`config.mk`:
```
export PLATFORM = sky130hd
export DESIGN_NAME = fir_mac_scheduler
export DESIGN_NICKNAME = d
export VERILOG_FILES = /design/src/rtl/fir_mac_scheduler.sv
export SDC_FILE = /design/constraint.sdc
export NUM_CORES = 2
export LEC_CHECK = 0
export BUFFER_PORTS_ARGS = -buffer_cell sky130_fd_sc_hd__buf_4
export CAP_MARGIN = 30
export CORE_MARGIN = 1.5
export CORE_UTILIZATION = 55
export DETAILED_ROUTE_END_ITERATION = 10
export PLACE_DENSITY = 0.71
export SLEW_MARGIN = 20
export SYNTH_ARGS = -nofsm -noshare
export SYNTH_HDL_FRONTEND = slang
export SYNTH_SLANG_ARGS = --single-unit
```
`constraint.sdc`:
```
create_clock -name clk -period 37.9 [get_ports clk]
set_clock_uncertainty 0.15 [all_clocks]
set_input_delay 7.58 -clock clk [delete_from_list [all_inputs] [get_ports clk]]
set_output_delay 7.58 -clock clk [all_outputs]
set_load 0.005 [all_outputs]
```
`src/rtl/fir_mac_scheduler.sv`:
```
// fir_mac_scheduler: time-multiplexed controller for a symmetric 31-tap FIR filter.
// A single multiplier is stepped across the 16 coefficient slots, one slot per cycle.
// The block owns the circular sample history and the run-time coefficient table.
//
// Build option: FIR_SAT_EN
//   defined   - the rounded result clamps to 2^DATA_W-1 when it is too large
//   undefined - the rounded result keeps only its low DATA_W bits (wraps)
//
// Handshakes:
//   Input : a sample is taken on a rising edge where in_valid && in_ready. in_ready is
//           high only in IDLE, and in_sample is ignored whenever in_ready is low.
//   Output: out_valid is a one-cycle pulse with no back-pressure. out_sample changes
//           only when a new result is produced and holds until the next pulse.
//   Coef  : coef_we is a single-cycle strobe. A write is taken only in IDLE with an
//           in-range slot. Any other write is dropped, and coef_err pulses one cycle later.
module fir_mac_scheduler #(
    parameter int DATA_W = 10,
    parameter int COEF_W = 12,
    parameter int NTAPS  = 31,
    parameter int ACC_W  = 28
) (
    input  logic              clk,
    input  logic              reset,
    input  logic              in_valid,
    output logic              in_ready,
    input  logic [DATA_W-1:0] in_sample,
    output logic              out_valid,
    output logic [DATA_W-1:0] out_sample,
    input  logic              coef_we,
    input  logic [3:0]        coef_addr,
    input  logic [COEF_W-1:0] coef_data,
    output logic              coef_err,
    output logic              busy
);

    localparam int NPAIR  = (NTAPS + 1) / 2;
    localparam int PTR_W  = $clog2(NTAPS);
    localparam int K_W    = $clog2(NPAIR);
    // The table carries one extra bit so that slot 15 can reset to exactly 1.0 (4096).
    localparam int CTAB_W = COEF_W + 1;
    localparam int PAIR_W = DATA_W + 1;
    localparam int PROD_W = CTAB_W + PAIR_W;
    localparam int Q_W    = ACC_W - COEF_W;

    localparam logic [1:0] ST_IDLE = 2'd0;
    localparam logic [1:0] ST_MAC  = 2'd1;
    localparam logic [1:0] ST_DONE = 2'd2;

    logic [1:0]        state;
    logic [PTR_W-1:0]  wr_ptr;
    logic [PTR_W-1:0]  head;
    logic [K_W-1:0]    k;
    logic [ACC_W-1:0]  acc;
    logic [DATA_W-1:0] hist [NTAPS];
    logic [CTAB_W-1:0] coef [NPAIR];

    // Subtract modulo NTAPS on PTR_W-bit pointers. Fold back by NTAPS when the difference is negative.
    function automatic logic [PTR_W-1:0] sub_mod(input logic [PTR_W-1:0] a,
                                                 input logic [PTR_W-1:0] b);
        logic [PTR_W:0] d;
        d = {1'b0, a} - {1'b0, b};
        if (d[PTR_W]) begin
            d = d + (PTR_W + 1)'(NTAPS);
        end
        return d[PTR_W-1:0];
    endfunction

    logic              is_idle;
    logic              accept;
    logic              addr_ok;
    logic              coef_take;
    logic              is_centre;
    logic [PTR_W-1:0]  k_ptr;
    logic [PTR_W-1:0]  k_far;
    logic [PTR_W-1:0]  idx_near;
    logic [PTR_W-1:0]  idx_far;
    logic [PAIR_W-1:0] pair;
    logic [PROD_W-1:0] prod;
    logic [ACC_W-1:0]  acc_next;
    logic [ACC_W-1:0]  rnd;
    logic [Q_W-1:0]    q;
    logic [DATA_W-1:0] fmt_val;

    assign is_idle   = (state == ST_IDLE);
    assign accept    = is_idle && in_valid;
    assign addr_ok   = ({1'b0, coef_addr} < 5'(NPAIR));
    assign coef_take = coef_we && is_idle && addr_ok;

    // Slot k pairs the tap k samples back with the tap (NTAPS-1-k) samples back.
    assign is_centre = (k == K_W'(NPAIR - 1));
    assign k_ptr     = PTR_W'(k);
    assign k_far     = PTR_W'(NTAPS - 1) - k_ptr;
    assign idx_near  = sub_mod(head, k_ptr);
    assign idx_far   = sub_mod(head, k_far);

    // Build the pre-added pair and apply the slot coefficient. The centre tap is counted once.
    always_comb begin
        pair = {1'b0, hist[idx_near]};
        if (!is_centre) begin
            pair = pair + {1'b0, hist[idx_far]};
        end
        prod     = PROD_W'(coef[k]) * PROD_W'(pair);
        acc_next = acc + ACC_W'(prod);
    end

    // Round half up, drop the Q0.COEF_W fraction, then narrow to the output width.
    always_comb begin
        rnd = acc_next + ACC_W'(2 ** (COEF_W - 1));
        q   = rnd[ACC_W-1:COEF_W];
`ifdef FIR_SAT_EN
        if (q > Q_W'(2 ** DATA_W - 1)) begin
            fmt_val = '1;
        end else begin
            fmt_val = q[DATA_W-1:0];
        end
`else
        fmt_val = q[DATA_W-1:0];
`endif
    end

    // These fraction bits are below the output resolution by design.
    logic unused_frac;
    assign unused_frac = ^rnd[COEF_W-1:0];
`ifndef FIR_SAT_EN
    // In wrap mode the integer bits above DATA_W are discarded on purpose.
    logic unused_high;
    assign unused_high = ^q[Q_W-1:DATA_W];
`endif

    // Sequencer: accept a sample, step through the slots, and publish the result for one cycle.
    always_ff @(posedge clk or posedge reset) begin
        if (reset) begin
            state      <= ST_IDLE;
            wr_ptr     <= '0;
            head       <= '0;
            k          <= '0;
            acc        <= '0;
            out_sample <= '0;
        end else begin
            case (state)
                ST_IDLE: begin
                    if (in_valid) begin
                        head   <= wr_ptr;
                        wr_ptr <= (wr_ptr == PTR_W'(NTAPS - 1)) ? '0 : wr_ptr + 1'b1;
                        acc    <= '0;
                        k      <= '0;
                        state  <= ST_MAC;
                    end
                end
                ST_MAC: begin
                    acc <= acc_next;
                    if (is_centre) begin
                        out_sample <= fmt_val;
                        state      <= ST_DONE;
                    end else begin
                        k <= k + 1'b1;
                    end
                end
                ST_DONE: begin
                    state <= ST_IDLE;
                end
                default: begin
                    state <= ST_IDLE;
                end
            endcase
        end
    end

    // Circular sample history: the accepted sample is written at the current write pointer.
    always_ff @(posedge clk or posedge reset) begin
        if (reset) begin
            for (int i = 0; i < NTAPS; i++) begin
                hist[i] <= '0;
            end
        end else if (accept) begin
            hist[wr_ptr] <= in_sample;
        end
    end

    // Coefficient table. It resets to a pure delay of NPAIR-1 samples (only the centre slot is 1.0).
    always_ff @(posedge clk or posedge reset) begin
        if (reset) begin
            for (int i = 0; i < NPAIR; i++) begin
                coef[i] <= '0;
            end
            coef[NPAIR-1] <= CTAB_W'(2 ** COEF_W);
        end else if (coef_take) begin
            coef[coef_addr] <= {1'b0, coef_data};
        end
    end

    // Report a dropped coefficient write one cycle after the strobe.
    always_ff @(posedge clk or posedge reset) begin
        if (reset) begin
            coef_err <= 1'b0;
        end else begin
            coef_err <= coef_we && !coef_take;
        end
    end

    assign in_ready  = is_idle;
    assign out_valid = (state == ST_DONE);
    assign busy      = (state == ST_MAC) || (state == ST_DONE);

endmodule

```
==> results.ini <==
[timing]
fin_tns_setup_ns = 0
worst_pin_slew_ns = 1.048
setup_viol = 0
drv_slew = 0
fin_crit_sh = 0.3592
period_minus_slack_ns = 13.61
relSlewSlack = 0.3014
hold_viol = 0
rsz0062_at_grt = false
fmax_mhz = 73.46
hold_ws_ns = 0.3293

[cts]
insertion_delay_ns = 0.64
ctsHoldBuffers = 0
post_cts_resized = 0
cts_made_buffers = 59
cts_num_sinks = 552
root_buffer = clkbuf_16
cts_setup_buffers = 0
htreeDepth = 2
cts.clk_slew.worst_paths_ns = 0.07
cts_tree = done
cts_buffer_depth = 3

[detailed_routing]
drc = 0
routed_wl_mm = 96.29
ant_nets = 0
avgRoutedWirePerCell_um = 25.25
first_pass_iters = 7
vias = 24575
viasPerCell = 6.443
drt-initial-drc-count = 2746

[place]
dpl.hpwl_mm = 63.50
io_buffers = 43
dpl-instance-area_mm2 = 0.03532
place.gp.congestion = 0.9551

[floorplan]
core_mm2 = 0.06160
ios = 44
rows = 91
die_w_um = 252.7
start_util = 0.5565
die_h_um = 252.7
design.die.area_mm2 = 0.06383

[global_route]
grt_pass1_vias = 25437
grt_pass1_wl_mm = 150.3
grt_max_degree = 126
antenna_found_initial = 2
grt_overflow = 0
grtUsageTotal = 0.3089

[worst_setup_path]
critical_path.slowest_cell = a311oi_1
path_class = flop to flop
path_common_cell = fa_1
max_stage_delay_ns = 0.64
end_kind = flop
worstPathRequired_ns = 38.33
critPathLaunchType = flop
cp.arrival_ns = 14.04
crit_fanout = 51

[status]
status = finished clean

[yosys]
synth_edf_count = 0
synth.yosys.warnings = 0
synth.largest_area_cell = dfrtp_1
synthArstFlopShare = 1.000
synth_area_leaders = dfrtp_1 (40%), mux2_2 (17%), mux4_2 (8.7%), fa_1 (7.1%), nand2_1 (4.3%)
syn_area_per_cell_um2 = 11.53
ys.flop_type = dfrtp_1
synth_top_area_share = 0.4022
ys_types = 71
ys_ff_latch = 552
syn_area_mm2 = 0.03428
yosysSeqAreaShare = 0.4030
postSynthCellCount = 2973
synth_fp_nets = 3203

[job]
maxCapViolations = 0

[layout]
area_delta_synth_final_pct = 9.658
final_area_mm2 = 0.03759
drive_gt1_frac = 0.3006
post-route-util = 0.6103
fillerInstances = 4791
multi_input_area_mm2 = 0.01886
final_common_cell = dfrtp_1
seq_area_mm2 = 0.01382
final_cell_mix = dfrtp_1 (549), mux2_2 (524), nand2_1 (397)
layout.nets = 3158
num_antenna_cells = 0

[worst_hold_path]
hp-class = flop to flop

-- state kept, by name (all words and copies together) (netlist names) --
signal and count:
out_sample 10, acc 22, k 4, state 2, coef_err 1, wr_ptr 5
coef 193, hist 310, head 5
-- worst paths after layout --
check	start	end	slack (ns)	depth (start not counted)
min in group asynchronous	reset	hist[208]	6.94	2
min	acc[14]	acc[14]	0.33	2
max	k[0]	out_sample[9]	24.29	44
max reg2reg	k[0]	out_sample[9]	24.29	44
min reg2reg	acc[14]	acc[14]	0.33	2
max in group asynchronous	reset	hist[111]	28.70	5
-- through the flow --
stage / cells / setup WS (ns)
final: 3814 / 24.29
after global routing: 3814 / 23.51
after CTS: 3806 / 24.46
after detailed placement: 3696 / 24.48
after global placement: 3690 / 24.37
after floorplan: 2973 / 14.74
-- metal layers --
metal / track usage / part of all wire / vias to the layer above
li1: - / - / 10422
met1: 0.4285 / 0.40 / 12682
met2: 0.4692 / 0.46 / 1204
met3: 0.07600 / 0.10 / 265
met4: 0.1215 / 0.039 / 2
met5: 0 / 0.00018 / -
-- synthesized netlist by cell type, drive strengths merged, types with 44 or more instances --
library cell and instances:
dfrtp 551, mux2 524, nand2 398, inv 224, clkbuf 148, mux4 133, fa 121, nand3 93
ha 79, and2 65, buf 61, nor2 56, a311oi 52, o21ai 50, a211oi 48, a21oi 44
-- cells by family (layout without fill, tap and decap cells) --
group	Yosys count	after routing	synth area share
flip-flops	552	552	0.4030
XOR/XNOR	50	50	0.01277
buffers and inverters	433	437	0.04989
adder cells (fa/ha/maj)	200	200	0.09950
AO/OA/AOI/OAI	324	324	0.06993
AND/OR/NAND/NOR	721	721	0.09490
multiplexers	693	693	0.2700
-- final cells by class --
type	instances	area share
sequential	552	0.3676
clock inverter	27	0.01052
inverter	224	0.02257
timing repair buffer	103	0.02400
multi-input combinational	1988	0.5018
tap	837	0.02786
clock buffer	83	0.04567
-- worst max-delay path, delay by kind of cell (launching register included) --
kind                       cells  cell delay [ns]
adders and majority gates     10             4.20
AOI/OAI and AO/OA             13             3.82
and+or+nand+nor               10             2.49
buffers and inverters         10             2.21
DFF                            1             0.41
xor gates and xnor gates       1             0.18
Power is not shown: default switching activity piles up to over one toggle a cycle in this logic, so the estimate is an artifact.
